$ cat src/rtl/shift_pkg.sv
// Shared types for the shift command path.
//   shift_dir_e : shift direction (left = 0, right = 1)
//   shift_cmd_t : one queued command {data, amt, dir}, 12 bits packed
package shift_pkg;

    localparam int SHIFT_W     = 8;
    localparam int SHIFT_AMT_W = 3;

    typedef enum logic {
        SHIFT_LEFT  = 1'b0,
        SHIFT_RIGHT = 1'b1
    } shift_dir_e;

    typedef struct packed {
        logic [SHIFT_W-1:0]     data;
        logic [SHIFT_AMT_W-1:0] amt;
        shift_dir_e             dir;
    } shift_cmd_t;

endpackage

$ cat src/rtl/shift_cmd_fifo.sv
// Command storage: DEPTH x shift_cmd_t circular buffer.
//   clk, rst_n    : clock, synchronous active-low reset
//   clr           : synchronous clear (pointers back to 0)
//   push, wdata   : write one entry (caller guarantees !full)
//   pop           : retire the head entry (caller guarantees !empty)
//   rdata         : current head entry
//   full, empty   : occupancy flags
//   level         : occupancy, only with SHIFT_CMD_QUEUE_LEVEL_EN defined
module shift_cmd_fifo
    import shift_pkg::*;
#(
    parameter int DEPTH = 4
) (
    input  logic                     clk,
    input  logic                     rst_n,
    input  logic                     clr,
    input  logic                     push,
    input  shift_cmd_t               wdata,
    input  logic                     pop,
    output shift_cmd_t               rdata,
    output logic                     full,
`ifdef SHIFT_CMD_QUEUE_LEVEL_EN
    output logic [$clog2(DEPTH):0]   level,
`endif
    output logic                     empty
);

    localparam int AW = $clog2(DEPTH);

    shift_cmd_t     mem [DEPTH];
    // One extra MSB on each pointer separates full (MSBs differ) from empty.
    logic [AW:0]    wr_ptr;
    logic [AW:0]    rd_ptr;

    always_ff @(posedge clk) begin
        if (!rst_n || clr) begin
            wr_ptr <= '0;
            rd_ptr <= '0;
        end else begin
            if (push) wr_ptr <= wr_ptr + 1'b1;
            if (pop)  rd_ptr <= rd_ptr + 1'b1;
        end
    end

    always_ff @(posedge clk) begin
        if (push) mem[wr_ptr[AW-1:0]] <= wdata;
    end

    assign rdata = mem[rd_ptr[AW-1:0]];
    assign empty = (wr_ptr == rd_ptr);
    assign full  = (wr_ptr[AW] != rd_ptr[AW]) && (wr_ptr[AW-1:0] == rd_ptr[AW-1:0]);

`ifdef SHIFT_CMD_QUEUE_LEVEL_EN
    assign level = wr_ptr - rd_ptr;
`endif

endmodule

$ cat src/rtl/shift_cmd_queue.sv
// Shift command queue: buffers shift commands, presents the head to an
// external combinational shifter and registers its result.
//   clk, rst_n             : clock, synchronous active-low reset
//   flush                  : clears queue and result stage, overrides handshakes
//   cmd_valid/ready/data/amt/dir : command input handshake
//   sh_data_in/shift_amt/dir     : head command to the shifter (0 when empty)
//   sh_data_out            : shifter result for the head command
//   res_valid/ready/data   : registered result handshake
//   level                  : occupancy, only with SHIFT_CMD_QUEUE_LEVEL_EN defined
module shift_cmd_queue
    import shift_pkg::*;
#(
    parameter int DEPTH = 4,
    parameter int W     = 8
) (
    input  logic                     clk,
    input  logic                     rst_n,
    input  logic                     flush,
    input  logic                     cmd_valid,
    output logic                     cmd_ready,
    input  logic [W-1:0]             cmd_data,
    input  logic [2:0]               cmd_amt,
    input  logic                     cmd_dir,
    output logic [W-1:0]             sh_data_in,
    output logic [2:0]               sh_shift_amt,
    output logic                     sh_dir,
    input  logic [W-1:0]             sh_data_out,
    output logic                     res_valid,
    input  logic                     res_ready,
`ifdef SHIFT_CMD_QUEUE_LEVEL_EN
    output logic [$clog2(DEPTH):0]   level,
`endif
    output logic [W-1:0]             res_data
);

    shift_cmd_t wcmd;
    shift_cmd_t head;
    logic       fifo_full;
    logic       fifo_empty;
    logic       push;
    logic       pop;

    assign cmd_ready = !fifo_full && !flush;
    assign push      = cmd_valid && cmd_ready;
    // Empty is registered, so a command pushed this cycle cannot pop until the next.
    assign pop       = !fifo_empty && (!res_valid || res_ready) && !flush;

    assign wcmd = '{data: cmd_data, amt: cmd_amt, dir: shift_dir_e'(cmd_dir)};

    shift_cmd_fifo #(.DEPTH(DEPTH)) u_fifo (
        .clk   (clk),
        .rst_n (rst_n),
        .clr   (flush),
        .push  (push),
        .wdata (wcmd),
        .pop   (pop),
        .rdata (head),
        .full  (fifo_full),
`ifdef SHIFT_CMD_QUEUE_LEVEL_EN
        .level (level),
`endif
        .empty (fifo_empty)
    );

    assign sh_data_in   = fifo_empty ? '0   : head.data;
    assign sh_shift_amt = fifo_empty ? '0   : head.amt;
    assign sh_dir       = fifo_empty ? 1'b0 : head.dir;

    // Result stage: a pop both frees a held result and loads the next one.
    always_ff @(posedge clk) begin
        if (!rst_n) begin
            res_valid <= 1'b0;
            res_data  <= '0;
        end else if (flush) begin
            res_valid <= 1'b0;
        end else if (pop) begin
            res_valid <= 1'b1;
            res_data  <= sh_data_out;
        end else if (res_ready) begin
            res_valid <= 1'b0;
        end
    end

endmodule

$ cat config.mk
export PLATFORM = sky130hd
export DESIGN_NAME = shift_cmd_queue
export DESIGN_NICKNAME = d
export VERILOG_FILES = /design/src/rtl/shift_pkg.sv /design/src/rtl/shift_cmd_fifo.sv /design/src/rtl/shift_cmd_queue.sv
export SDC_FILE = /design/constraint.sdc
export NUM_CORES = 1
export LEC_CHECK = 0
export BUFFER_PORTS_ARGS = -buffer_cell sky130_fd_sc_hd__buf_2
export CELL_PAD_IN_SITES_DETAIL_PLACEMENT = 1
export CELL_PAD_IN_SITES_GLOBAL_PLACEMENT = 1
export CORE_ASPECT_RATIO = 0.7
export CORE_UTILIZATION = 49
export DETAILED_ROUTE_END_ITERATION = 10
export PLACE_DENSITY_LB_ADDON = 0.1
export SKIP_CTS_REPAIR_TIMING = 1
export SLEW_MARGIN = 20
export SYNTH_ARGS = -nofsm -noshare
export SYNTH_HDL_FRONTEND = slang
export SYNTH_HIERARCHICAL = 1
export SYNTH_SLANG_ARGS = --single-unit
$ cat constraint.sdc
create_clock -name clk -period 2.65 [get_ports clk]
set_input_delay 0.1325 -clock clk [delete_from_list [all_inputs] [get_ports clk]]
set_output_delay 0.1325 -clock clk [all_outputs]
set_load 0.005 [all_outputs]
---- After elaboration in Yosys (flattened, before gate mapping) ----
Memory sizes are Yosys's and may differ from the RTL's. A register that Yosys moved wholly into a read port is not among the register bits.
Cells that the tools add are included.
word-level totals
  register bits after elaboration ......... 15
  memory bits (writable) .................. 48
  output and inout bits ................... 22
  memories ................................ 1
  word-level logic and storage cells ...... 36
operators by class
  muxes and demuxes ....................... 9
  add/subtract/negate cells ............... 2
  reduce and logical (&&, ||, !) cells .... 15
  bitwise gates (word level) .............. 2
  equal/unequal tests ..................... 3
memory list
  memory      depth  bits a word  read ports  clocked after memory_dff  wr ports  RTL line              text
  u_fifo.mem  4      12           1           1                         1         shift_cmd_fifo.sv:30  shift_cmd_t mem [DEPTH];
operator list
  operator                                                       count
  8-bit 2-to-1 mux                                               1
  3-bit by 1-bit adder with 3-bit output, second input constant  2
  1-bit logical AND                                              5
  1-bit zero test                                                5
  1-bit 2-to-1 mux                                               5
  2-bit 2-to-1 mux                                               2
  3-bit equality test                                            1
  3-bit 2-to-1 mux                                               1
  2-bit equality test                                            1
  1-bit logical OR                                               2
  1-bit NOT                                                      2
  2-bit AND reduction                                            1
  2-bit nonzero test                                             1
  2-bit OR reduction                                             1
  1-bit != test                                                  1

---- Depth between registers and ports, before layout ----
  word-level depth ........................ 7
  gate-level depth with buffers ........... 7

---- Modules after synthesis ----
The synthesis kept the hierarchy.
by module, submodules not included
  module           times used  cells an instance  area each (sq um)
  shift_cmd_fifo   1           103                2,142.1
  shift_cmd_queue  1           55                 474.2

---- Worst setup path after synthesis ----
No wires, ideal clock.
  kind .................................... register -> register
  from .................................... register u_fifo.wr_ptr[0]
  to ...................................... memory u_fifo/mem[0][0] in the netlist's numbering, enable pin
  path buffers ............................ 1
  stages on the path, launching flop included .. 7
  setup slack ............................. 845 ps
  required time ........................... 2,295 ps
  setup time .............................. 355 ps
  data arrival time ....................... 1,450 ps
  path through ............................ dfxtp_1 xor2_1 nor3_1 nor2_1 and2_1 buf_2 and2_1
on the way
  cells in the longest elaborated chain, start to end .. 7
ends and longest elaborated chain
  item                                    RTL line               text
  start: declaration                      shift_cmd_fifo.sv:32   logic [AW:0] wr_ptr;
  start signal: assignment                shift_cmd_fifo.sv:40   if (push) wr_ptr <= wr_ptr + 1'b1;
  2-bit equality test                     shift_cmd_fifo.sv:51   assign full = (wr_ptr[AW] != rd_ptr[AW]) && (wr_ptr[AW-1:0] == rd_ptr[AW-1:0]);
  1-bit logical AND                       shift_cmd_fifo.sv:51
  named net fifo_full                     shift_cmd_queue.sv:38  logic fifo_full;
  1-bit zero test                         shift_cmd_queue.sv:43  assign cmd_ready = !fifo_full && !flush;
  1-bit logical AND                       shift_cmd_queue.sv:43
  named net cmd_ready                     shift_cmd_queue.sv:20  output logic cmd_ready,
  1-bit logical AND                       shift_cmd_queue.sv:44  assign push = cmd_valid && cmd_ready;
  named net push                          shift_cmd_queue.sv:40  logic push;
  1-bit 2-to-1 mux                        shift_cmd_fifo.sv:46   if (push) mem[wr_ptr[AW-1:0]] <= wdata;
  1-bit 2-to-1 mux (implied by the code)  shift_cmd_fifo.sv:46
  end: declaration                        shift_cmd_fifo.sv:30
The timed path passes the listed nets, and every way through them passes these cells.

---- Final worst setup path ----
  from .................................... register u_fifo.wr_ptr[0]
  to ...................................... memory u_fifo/mem[1][0] in the netlist's numbering, enable pin
on the way
  cells in the longest elaborated chain, start to end .. 7
ends and longest elaborated chain
  item                                    RTL line
  2-bit equality test                     shift_cmd_fifo.sv:51
  1-bit logical AND                       shift_cmd_fifo.sv:51
  named net fifo_full                     shift_cmd_queue.sv:38
  1-bit zero test                         shift_cmd_queue.sv:43
  1-bit logical AND                       shift_cmd_queue.sv:43
  1-bit logical AND                       shift_cmd_queue.sv:44
  named net push                          shift_cmd_queue.sv:40
  1-bit 2-to-1 mux                        shift_cmd_fifo.sv:46
  1-bit 2-to-1 mux (implied by the code)  shift_cmd_fifo.sv:46
The timed path passes the listed nets, and every way through them passes these cells.

==> metrics.csv <==
stage,metric,value,unit
placed_design,Cells after DPL,269,
yosys,Post-Syn Nets,188,
grt,initial antenna violation count,0,
timing,Final WS setup,441,ps
route,vias,1448,
setup_path,Top Family by Delay on Critical Path,simple AND/OR/NAND/NOR gates,
yosys,Synth Register Bits,65,
route,WL final,5.27,mm
yosys,Synth Area per Inst,16.6,um^2
timing,RSZ-0062 raised after global routing,false,
yosys,Synth Instances,158,
setup_path,critical path class,flip-flop to flip-flop,
yosys,Synth cell types,25,
pwr,Clock Power Share,34.7,%
yosys,ys async rst share,0,%
route,Post-route DRC,0,
pwr,Power per Cell Area,606,nW/um^2
finish,final core occ,61.6,%
placed_design,pre-CTS setup slack,409,ps
grt,remaining global-route overflow,0,
yosys,top_reg_cell synth,edfxtp_1,
clock_network,CTS Buffer Depth,2,
clock_network,TritonCTS Sinks,65,
route,1st-iter DRT viols,55,
timing,worst-margin pin slew,654,ps
clock_network,Root Driver,clkbuf_8,
placed_design,placed cell area,2910,um^2
setup_path,"Req. time, crit path",2600,ps
clock_network,CTS clock-pin slew for the worst setup and hold paths,60,ps
setup_path,Worst Path Max Fanout,12,
yosys,synth warn,6,
placed_design,dpl hpwl,4.00,mm
pwr,sequential power share,60.0,%
placed_design,IO Port Bufs,46,
grt,vias in the first global route,1667,
yosys,Post-synth EDFFs,48,
pwr,Lkg Pwr,1.14,nW
timing,Max-slew headroom,56.4,%
timing,worst-case clock skew,4.62,ps
floorplanning,die area,5640,um^2
route,drt via density,5.10,
pwr,sw frac,20.7,%
finish,Synth-to-Final Area Change,17.0,%
grt,first-pass GRT wire length,8.34,mm
status,status,completed,
flow_run,# Max-Cap Violations,0,
setup_path,Critical Path Start Type,flip-flop,
clock_network,latest clock arrival within the worst-skew pair,320,ps
finish,"commonest non-fill, non-tap cell in the layout",edfxtp_1,
pwr,peak supply drop,0.000368,V
setup_path,CP peak stage delay,610,ps
finish,Multi-input gate area,782,um^2
timing,Hold WS,36.2,ps
pwr,total power,1.86,mW
finish,register area,1780,um^2
timing,Final Setup Violations,0,
timing,"Hold Vio Cnt, Final",0,
finish,Nets,241,
min_path,Hold WC Path Type,input pin to flip-flop,
clock_network,H-tree depth,3,
setup_path,crit end category,flip-flop,
grt,largest net degree at the start of global routing,19,
finish,Non-Filler Instances,284,
finish,number of diodes,0,
setup_path,CP bufs+invs,0,
setup_path,CP max stage cell,and2_1,
floorplanning,I/O pins,47,
placed_design,Placer Congestion,0.769,
timing,Final Max Slew Viols,0,
floorplanning,die span in x,89.3,um
grt,Tot GR Track Use,21.1,%
timing,FMAX,0.453,GHz
finish,ratio of cells with drive above 1 in the final layout,35.3,%
yosys,synthesized area,2620,um^2
route,Detailed Routing Iterations Pass 1,4,
setup_path,CP Data Arrival Time,2160,ps
finish,"commonest cells after routing, fill and taps aside","edfxtp_1, buf_2, dfxtp_1, nand2_1, nor2b_1",
floorplanning,Starting Density,52.7,%
route,Routed Antenna Nets,0,
route,wire length per cell,18.6,um
floorplanning,area of the core,4970,um^2
floorplanning,Rows,21,
timing,fin crit period,2210,ps
yosys,"Seq/Total Area, Yosys",68.1,%
finish,fill cell count,485,
setup_path,CP Cell Sequence,xor2_1 > nor3_1 > nor2_1 > and2_1 > and2_1,
finish,Final Instance Area,3060,um^2
clock_network,CTS tree,yes,
timing,crit share post-route,83.3,%
floorplanning,Die Ht,63.1,um
setup_path,CP dominant cell by count,and2_1,
pwr,Psw,0.383,mW
clock_network,Num CTS Buffers,9,
pwr,Gate power share,5.2,%
timing,total negative slack,0,ps
pwr,P_int,1.47,mW
==> per-layer routing <==
| layer | part of all wire [%] | vias to the layer above | routed length (um) | GRT usage [%] |
|---|---|---|---|---|
| li1 | - | 687 | - | - |
| met1 | 42 | 715 | 2200 | 24.9 |
| met2 | 54 | 38 | 2820 | 37.2 |
| met3 | 3.5 | 8 | 185 | 6.68 |
| met4 | 1.2 | 0 | 61 | 4.96 |
| met5 | 0 | - | 0 | 0 |
==> power groups by stage <==
stage | Combinational, mW | Sequential (mW) | Clock [mW]
after floorplan | 0.0502 | 1.13 | 0
after global placement | 0.0907 | 1.13 | 0
after global routing | 0.108 | 1.11 | 0.711
after detailed placement | 0.0988 | 1.14 | 0
after CTS | 0.0990 | 1.11 | 0.669
final | 0.0972 | 1.11 | 0.644
==> state kept, by name, summed over array words and instances, names as in the netlist, named ones only <==
register and count:
u_fifo/mem 48, res_data 8, u_fifo/rd_ptr 3, u_fifo/wr_ptr 3
res_valid 1
==> cell families after synthesis <==
logic type / synth area share [%]
fa+ha+maj: 2.39
flops: 68.1
xor+xnor: 1.67
compound gates: 1.15
mux: 14.4
buf+inv: 2.20
simple gates: 10.0
==> cells in the mapped netlist (3+ instances only) <==
library cell	instances	area [um^2]
edfxtp_1	48	1440
dfxtp_1	17	340
nand2_1	16	60.1
nor2b_1	11	68.8
mux2i_1	10	100
mux4_2	10	225
nor2_1	6	22.5
and2_1	5	31.3
ha_1	5	62.6
buf_2	4	20.0
xnor2_1	3	26.3
==> worst register-to-register path, delay by kind of cell (launching register included) <==
family,cells,cell delay (ps)
xor+xnor,1,250
flops,1,440
simple gates,4,1150
==> final timing paths <==
kind	slack [ps]	to	startpoint	cells after the start
worst max-delay path	440	u_fifo/mem[1][0]	u_fifo/wr_ptr[0]	5
worst min-delay path	40	u_fifo/mem[0][1]	cmd_amt[0]	1
worst min register to register	460	res_data[2]	res_data[2]	2
worst max register to register	440	u_fifo/mem[1][0]	u_fifo/wr_ptr[0]	5
==> final cells by class <==
cell class,instances,area share [%]
sequential,65,58.2
multi-input combinational,84,25.6
timing repair buffer,49,8.26
clock buffer,9,4.05
tap,69,2.82
clock inverter,6,0.859
inverter,2,0.245
Note: power is estimated with default switching activity, not from simulation.
